==> config.mk <==
export PLATFORM = sky130hd
export DESIGN_NAME = muldiv_seq
export DESIGN_NICKNAME = d
export VERILOG_FILES = /design/src/rtl/muldiv_pkg.sv /design/src/rtl/muldiv_step.sv /design/src/rtl/muldiv_seq.sv
export SDC_FILE = /design/constraint.sdc
export NUM_CORES = 1
export LEC_CHECK = 0
export ABC_CLOCK_PERIOD_IN_PS = 3600
export BUFFER_PORTS_ARGS = -buffer_cell sky130_fd_sc_hd__buf_4
export CORE_ASPECT_RATIO = 0.75
export CORE_MARGIN = 1.5
export CORE_UTILIZATION = 55
export CTS_BUF_LIST = sky130_fd_sc_hd__clkbuf_4
export DETAILED_ROUTE_END_ITERATION = 10
export GPL_TIMING_DRIVEN = 0
export PLACE_DENSITY = 0.78
export SLEW_MARGIN = 20
export SYNTH_ARGS = -nofsm -noshare
export SYNTH_HDL_FRONTEND = slang
export SYNTH_SLANG_ARGS = --single-unit
==> constraint.sdc <==
create_clock -name clk -period 3.6 [get_ports clk]
set_input_delay 0 -clock clk [delete_from_list [all_inputs] [get_ports clk]]
set_output_delay 0 -clock clk [all_outputs]
set_load 0.02 [all_outputs]
==> src/rtl/muldiv_pkg.sv <==
// muldiv_pkg: shared definitions for the sequential multiply/divide unit.
//   DEFAULT_WIDTH : default operand/result width
//   OP_*          : operation encoding on the op port (2'b11 behaves as MUL)
//   state_t       : FSM state type used by muldiv_seq
//   op_is_div     : true for DIVU/REMU encodings
package muldiv_pkg;

    localparam int unsigned DEFAULT_WIDTH = 32;

    localparam logic [1:0] OP_MUL  = 2'b00;
    localparam logic [1:0] OP_DIVU = 2'b01;
    localparam logic [1:0] OP_REMU = 2'b10;

    typedef enum logic [1:0] {
        IDLE = 2'd0,
        RUN  = 2'd1,
        DONE = 2'd2
    } state_t;

    function automatic logic op_is_div(input logic [1:0] op_i);
        return (op_i == OP_DIVU) || (op_i == OP_REMU);
    endfunction

endpackage

==> src/rtl/muldiv_step.sv <==
// muldiv_step: one combinational iteration of the shared multiply/divide datapath.
//   is_div   : 1 = restoring-division step, 0 = shift-add multiply step
//   operand2 : multiplicand (MUL) or divisor (DIVU/REMU)
//   acc      : upper half of the product / partial remainder
//   mq       : multiplier bits / dividend bits being shifted into the quotient
//   acc_c    : next acc value
//   mq_c     : next mq value
module muldiv_step
    import muldiv_pkg::*;
#(
    parameter int unsigned WIDTH = DEFAULT_WIDTH
) (
    input  logic             is_div,
    input  logic [WIDTH-1:0] operand2,
    input  logic [WIDTH-1:0] acc,
    input  logic [WIDTH-1:0] mq,
    output logic [WIDTH-1:0] acc_c,
    output logic [WIDTH-1:0] mq_c
);

    logic [WIDTH:0] sum;
    logic [WIDTH:0] shifted;
    logic [WIDTH:0] diff;

    always_comb begin
        sum     = {1'b0, acc} + (mq[0] ? {1'b0, operand2} : '0);
        shifted = {acc, mq[WIDTH-1]};
        // acc < divisor holds, so the top bit of diff is a clean borrow flag.
        // A zero divisor never borrows: quotient becomes all ones and the
        // remainder collects operand1, matching the RISC-V zero-divide results.
        diff    = shifted - {1'b0, operand2};
        if (is_div) begin
            if (!diff[WIDTH]) begin
                acc_c = diff[WIDTH-1:0];
                mq_c  = {mq[WIDTH-2:0], 1'b1};
            end else begin
                acc_c = shifted[WIDTH-1:0];
                mq_c  = {mq[WIDTH-2:0], 1'b0};
            end
        end else begin
            // {acc, mq} shifts right; the low product collects in mq.
            acc_c = sum[WIDTH:1];
            mq_c  = {sum[0], mq[WIDTH-1:1]};
        end
    end

endmodule

==> src/rtl/muldiv_seq.sv <==
// muldiv_seq: iterative unsigned MUL / DIVU / REMU, one bit per clock.
//   clk, rst            : clock, asynchronous active-high reset
//   start, op           : request and operation (00 MUL, 01 DIVU, 10 REMU, 11 MUL)
//   operand1, operand2  : unsigned operands, captured on the accepting edge
//   busy                : high while iterating
//   done                : one-cycle pulse when result is valid
//   result              : result of the last completed operation
//   div_by_zero         : last completed DIVU/REMU had operand2 == 0
// Build option: define MULDIV_EARLY_OUT_EN to complete divide-by-zero and
// multiply-by-zero directly on the accepting edge.
module muldiv_seq
    import muldiv_pkg::*;
#(
    parameter int unsigned WIDTH = DEFAULT_WIDTH
) (
    input  logic             clk,
    input  logic             rst,
    input  logic             start,
    input  logic [1:0]       op,
    input  logic [WIDTH-1:0] operand1,
    input  logic [WIDTH-1:0] operand2,
    output logic             busy,
    output logic             done,
    output logic [WIDTH-1:0] result,
    output logic             div_by_zero
);

    localparam int unsigned CNT_W = $clog2(WIDTH + 1);

    state_t             state_q, state_d;
    logic [CNT_W-1:0]   cnt_q, cnt_d;
    logic [1:0]         op_q, op_d;
    logic [WIDTH-1:0]   opb_q, opb_d;
    logic [WIDTH-1:0]   acc_q, acc_d;
    logic [WIDTH-1:0]   mq_q, mq_d;
    logic               busy_q, busy_d;
    logic               done_q, done_d;
    logic [WIDTH-1:0]   result_q, result_d;
    logic               dbz_q, dbz_d;

    logic [WIDTH-1:0]   acc_c;
    logic [WIDTH-1:0]   mq_c;

`ifdef MULDIV_EARLY_OUT_EN
    logic               early_c;
    logic [WIDTH-1:0]   early_result_c;

    // Zero-operand cases whose result is known without iterating.
    always_comb begin
        early_c        = op_is_div(op) ? (operand2 == '0)
                                       : ((operand1 == '0) || (operand2 == '0));
        early_result_c = (op == OP_DIVU) ? '1 :
                         (op == OP_REMU) ? operand1 : '0;
    end
`endif

    muldiv_step #(
        .WIDTH    (WIDTH)
    ) u_step (
        .is_div   (op_is_div(op_q)),
        .operand2 (opb_q),
        .acc      (acc_q),
        .mq       (mq_q),
        .acc_c    (acc_c),
        .mq_c     (mq_c)
    );

    // Next-state, datapath and output logic.
    always_comb begin
        state_d  = state_q;
        cnt_d    = cnt_q;
        op_d     = op_q;
        opb_d    = opb_q;
        acc_d    = acc_q;
        mq_d     = mq_q;
        busy_d   = 1'b0;
        done_d   = 1'b0;
        result_d = result_q;
        dbz_d    = dbz_q;

        case (state_q)
            IDLE, DONE: begin
                if (start) begin
                    op_d    = op;
                    opb_d   = operand2;
                    acc_d   = '0;
                    mq_d    = operand1;
                    cnt_d   = CNT_W'(WIDTH);
                    state_d = RUN;
                    busy_d  = 1'b1;
`ifdef MULDIV_EARLY_OUT_EN
                    if (early_c) begin
                        cnt_d    = '0;
                        state_d  = DONE;
                        busy_d   = 1'b0;
                        done_d   = 1'b1;
                        result_d = early_result_c;
                        dbz_d    = op_is_div(op);
                    end
`endif
                end else if (state_q == DONE) begin
                    state_d = IDLE;
                end
            end
            RUN: begin
                acc_d = acc_c;
                mq_d  = mq_c;
                cnt_d = cnt_q - CNT_W'(1);
                // Last iteration: publish the stepped values directly.
                if (cnt_q == CNT_W'(1)) begin
                    state_d  = DONE;
                    done_d   = 1'b1;
                    result_d = (op_q == OP_REMU) ? acc_c : mq_c;
                    dbz_d    = op_is_div(op_q) && (opb_q == '0);
                end else begin
                    busy_d   = 1'b1;
                end
            end
            default: begin
                state_d = IDLE;
            end
        endcase
    end

    // State and datapath registers.
    always_ff @(posedge clk or posedge rst) begin
        if (rst) begin
            state_q  <= IDLE;
            cnt_q    <= '0;
            op_q     <= OP_MUL;
            opb_q    <= '0;
            acc_q    <= '0;
            mq_q     <= '0;
            busy_q   <= 1'b0;
            done_q   <= 1'b0;
            result_q <= '0;
            dbz_q    <= 1'b0;
        end else begin
            state_q  <= state_d;
            cnt_q    <= cnt_d;
            op_q     <= op_d;
            opb_q    <= opb_d;
            acc_q    <= acc_d;
            mq_q     <= mq_d;
            busy_q   <= busy_d;
            done_q   <= done_d;
            result_q <= result_d;
            dbz_q    <= dbz_d;
        end
    end

    assign busy        = busy_q;
    assign done        = done_q;
    assign result      = result_q;
    assign div_by_zero = dbz_q;

endmodule

* Word-level counts from Yosys, hierarchy flattened
Cells that the tools add are included.
** Cells by class
- Eq/ne operators :: 8
- Multiplexer cells :: 21
- Reductions and logical operators :: 10
- Add/sub/neg operators :: 3
** Operators with widths (number)
- 32-bit two-way mux :: 7
- 32-bit one-hot mux with 2 select lines :: 2
- 32-bit by 33-bit adder with 33-bit output :: 1
- 33-bit by 32-bit subtractor with 33-bit output :: 1
- 32-bit logical NOT :: 1
- 6-bit one-hot mux with 2 select lines :: 1
- 2-bit AND reduction :: 4
- 6-bit by 1-bit equality test with 1-bit output (second input constant) :: 1
- 2-bit two-way mux :: 3
- 6-bit two-way mux :: 1
- 6-bit by 1-bit subtractor with 6-bit output (second input constant) :: 1
- 1-bit two-way mux :: 5
- 2-bit by 1-bit equality test with 1-bit output (second input constant) :: 2
- 2-bit equality test (second input constant) :: 2
- 2-bit inequality test (second input constant) :: 2
- 2-bit one-hot mux with 2 select lines :: 1
- 3-bit inequality test (second input constant) :: 1
- 2-bit logical NOT :: 1
- 1-bit one-hot mux with 2 select lines :: 1
- 2-bit nonzero test :: 1
- 2-bit OR reduction :: 1
- 1-bit logical AND :: 1
- 1-bit logical OR :: 1
** Storage, ports and cells
- Output and inout bits :: 35
- Register bits after elaboration :: 141
- Input bits :: 69
- Word-level logic and storage cells :: 52

* Longest topological paths before layout
- Depth after elaboration :: 4
- Mapped depth :: 16
- Mapped depth without buffers :: 14

* Modules after synthesis
A second synthesis with hierarchy kept.
** Unflattened totals
- Cells, all modules :: 1227
- Area, all modules :: 10462.5 µm²
** Modules (own cells, without submodules)
- muldiv_seq :: sequential area each 3528.4 µm², cells each 551, instances 1, area an instance 5784.3 µm²
- muldiv_step :: sequential area each 0.0 µm², cells each 676, instances 1, area an instance 4678.2 µm²

* Worst setup path after synthesis
OpenSTA, ideal clock, no wires.
- Path kind :: reg2reg
- Start point :: register mq_q[31]
- End point :: register result_q[8], in the netlist result[8]
- Cell stages (with the launch flop) :: 15
- Buffers on the path :: 1
- Clock period less this slack :: 3293 ps
- Data required time :: 3475 ps
- Data arrival time :: 3168 ps
- Path slack :: 307 ps
- Library setup time :: 125 ps
- Path through :: dfrtp_1 > inv_1 > ha_1 > inv_1 > fa_1 > a211oi_1 > o211a_1 > o31a_1 > o21ai_4 > a31oi_4 > xor2_2 > buf_6 > o21ai_1 > mux4_2 > mux2_2
** Between the ends
- Cells in the longest elaborated chain, start to end :: 4
** Ends and longest elaborated chain
- start, declared :: line muldiv_seq.sv:35 : logic [WIDTH-1:0] mq_q, mq_d;
- start signal, assigned :: line muldiv_seq.sv:144 : mq_q <= mq_d;
- 33-bit by 32-bit subtractor with 33-bit output :: line muldiv_step.sv:31 : diff = shifted - {1'b0, operand2};
- 32-bit two-way mux :: line muldiv_step.sv:33 : if (!diff[WIDTH]) begin
- 32-bit two-way mux :: line muldiv_step.sv:32 : if (is_div) begin
- 32-bit two-way mux :: line muldiv_seq.sv:113 : result_d = (op_q == OP_REMU) ? acc_c : mq_c;
- end signal, assigned :: line muldiv_seq.sv:147 : result_q <= result_d;
- end, declared :: line muldiv_seq.sv:38 : logic [WIDTH-1:0] result_q, result_d;
No other way between the ends.
A chain may end at the register's enable or synchronous reset.

* Worst setup path after layout
- Start point :: register opb_q[0]
- End point :: register result_q[8], in the netlist result[8]
** Between the ends
- Cells in the longest elaborated chain, start to end :: 4
- Elaborated cells between the ends (all ways) :: 6
- Those cells by class :: add/sub: 2; mux: 4
** Ends and longest elaborated chain
- start, declared :: line muldiv_seq.sv:33 : logic [WIDTH-1:0] opb_q, opb_d;
- start signal, assigned :: line muldiv_seq.sv:142 : opb_q <= opb_d;
- 32-bit two-way mux / 33-bit by 32-bit subtractor with 33-bit output (equally long branches) :: line muldiv_step.sv:26, muldiv_step.sv:31
- 32-bit by 33-bit adder with 33-bit output / 32-bit two-way mux (equally long branches) :: line muldiv_step.sv:26, muldiv_step.sv:33
- 32-bit two-way mux * :: line muldiv_step.sv:32
- 32-bit two-way mux * :: line muldiv_seq.sv:113
Mark *: on every way between the ends. The rest lies on a longest branch, timed or not.

==> results.tsv <==
metric	value	unit
status	finished, final reports clean	
cp_slowest_cell	dfrtp_2	
hp-class	input port to flop	
cpPeakStageDelay	490	ps
wirelength	39300	um
fin_area	13200	um2
yosys_register_bits	141	
grt_pass1_vias	10700	
cts_tree	yes	
detail_route.vias_per_cell	6.49	
layout_common_cells	nand2_1, dfrtp_1, o21ai_0	
die_x	163	um
vias	11200	
syn_area	10600	um2
io_pins	104	
coreArea	18700	um2
synth_nets	1395	
min_period	3580	ps
clock_skew	22.5	ps
routedWlPerCell	22.7	um
ant_nets	0	
start_kind	flop	
rows	43	
grt_antenna_before_repair	1	
crit_type	flop to flop	
critical_path_buf_inv_count	2	
final_common_cell	nand2_1	
path_clk_slew	160	ps
grt_overflow	0	
clock.fmax	280	MHz
cp_max_fo	5	
hold_violations	0	
clk_path_buf_depth	2	
worstSkewPairLatency	630	ps
worstMarginPinSlew	997	ps
slew_headroom	33.6	%
cp_cell_sequence	ha_4 > inv_2 > fa_2 > a211oi_2 > o211a_1 > o31a_1 > o21ai_4 > a31oi_4 > xor2_4 > buf_8 > o21ai_2 > mux4_2 > mux2_2	
avgSynthCellArea	8.42	um2
synthFlopType	dfrtp_1	
async_flop_share	100	%
cap_violations	0	
hpwl	28900	um
ys_warn_count	0	
dieArea	20100	um2
syn_inst	1257	
numCtsBuffers	17	
place_congestion	1.01	
cts-root-buf	clkbuf_4	
wl_met3	4420	um
fp.dieH	123	um
grt_pass1_wl	58800	um
path_delay_family	compound AO/OA/AOI/OAI gates	
dr.first_iter.drc_count	1394	
min_period_over_period	99.4	%
nets	1609	
postPlaceCellArea	11800	um2
port_buffers	103	
maxSlewViolCount	0	
end_kind	flop	
setup_viol	0	
cts.sinks	141	
cts_max_level	4	
rsz0062_at_grt	yes	
drtPass1Iterations	6	
yosysUniqueCellTypes	75	
start_util	56.7	%
drive_above_1_share	16.0	%
worstPathArrival	4120	ps
top_layer	met4	
required	4150	ps
synth-seq-area-share	33.3	%
synth_edf_count	0	
wl_met1	16300	um
grt_max_degree	35	
drc	0	
area_growth	24.9	%
grt_util_all_layers	39.2	%
wl_met2	17400	um
[metrics by stage]
| step | cells | utilization (%) | setup TNS [ps] | setup slack (ps) | hold WS (ps) |
|---|---|---|---|---|---|
| after floorplan | 1257 | - | 0 | 307 | 105 |
| after global placement | 1607 | 62.5 | -12700 | -620 | 197 |
| after detailed placement | 1612 | 63.1 | -15980 | -596 | -25.8 |
| after CTS | 1717 | 69.0 | -42.8 | -37.7 | 39.4 |
| after global routing | 1730 | 70.8 | -193 | -29.9 | 91.9 |
| final | 1731 | 70.8 | 0 | 22.2 | 98.7 |
[path summary, 6_finish.rpt]
path	from	end	slack, ps	cells after the start
setup / recovery	opb_q[0]	result[8]	20	13
hold / removal	operand2[11]	opb_q[11]	100	4
setup reg to reg	opb_q[0]	result[8]	20	13
hold reg to reg	div_by_zero	div_by_zero	510	2
max in group asynchronous	rst	result[23]	2240	7
min in group asynchronous	rst	opb_q[4]	470	4
[kinds of logic after synthesis]
logic type / share of synthesized area (%)
simple gates: 15.8
compound gates: 26.1
xor+xnor: 4.54
fa+ha+maj: 8.30
buf+inv: 4.72
mux: 7.14
flops: 33.3
[synthesized netlist by cell type, types with 4 or more instances]
cell      count  area, um2
nand2b_1      6       37.5
and3_1        8       50.1
a22o_1        7       61.3
a211o_1       5       43.8
a22oi_1      20        150
o211ai_1      8       60.1
a211oi_1     18        135
mux2i_1      62        621
o31ai_1      10       75.1
nand4_1       9       56.3
o21a_1       10       75.1
inv_1        55        206
and4_1        4       35.0
xnor2_1      33        289
clkbuf_1     52        195
buf_1         9       33.8
xor2_1       20        175
o31a_1        5       43.8
a31oi_1      14       87.6
nand3_1      19       95.1
a21oi_1     102        510
a221o_1      17        170
nor2_1       92        345
o21bai_1      9       67.6
buf_2         5       25.0
mux2_2        6       67.6
dfrtp_1     141       3530
nor4_1        8       50.1
nand2_1     139        522
and2_1       41        257
nor3_1       19       95.1
nor2b_1       8       50.1
o21ai_0     139        696
ha_1         67        838
a21o_1       30        225
a221oi_1      4       35.0
[final cells by class]
class / count / area [um2]
buffer: 69 / 327
fill: 1505 / 5460
clock buffer: 17 / 128
sequential: 141 / 3530
multi-input combinational: 990 / 6810
inverter: 56 / 214
timing repair buffer: 196 / 1770
clock inverter: 14 / 125
tap: 247 / 309
antenna: 1 / 2.50
[sequential cells by signal, indices dropped and copies added, names as in the netlist]
register	flops
acc_q	32
busy	1
cnt_q	6
div_by_zero	1
done	1
mq_q	32
op_q	2
opb_q	32
result	32
state_q	2
[routing by layer]
layer / global-route usage (%) / vias to the layer above
met5: 0 / -
met4: 15.2 / 0
met3: 10.5 / 122
met2: 60.6 / 712
met1: 52.4 / 5415
li1: - / 4993
[worst min-delay path: cells and delay by family]
family	cells	cell delay, ps
and+or+nand+nor	1	30
buffers and inverters	2	610
AOI/OAI and AO/OA	1	50
[timing repair]
item,4_1_cts,5_1_grt
gates cloned,0,2
gates resized for setup,31,57
endpoints found under the hold margin,184,0
hold buffers,68,0
setup endpoints to repair,64,65
pin swaps,7,15
buffers inserted,6,12
Power is not shown: default switching activity piles up to over one toggle a cycle in this logic, so the estimate is an artifact.
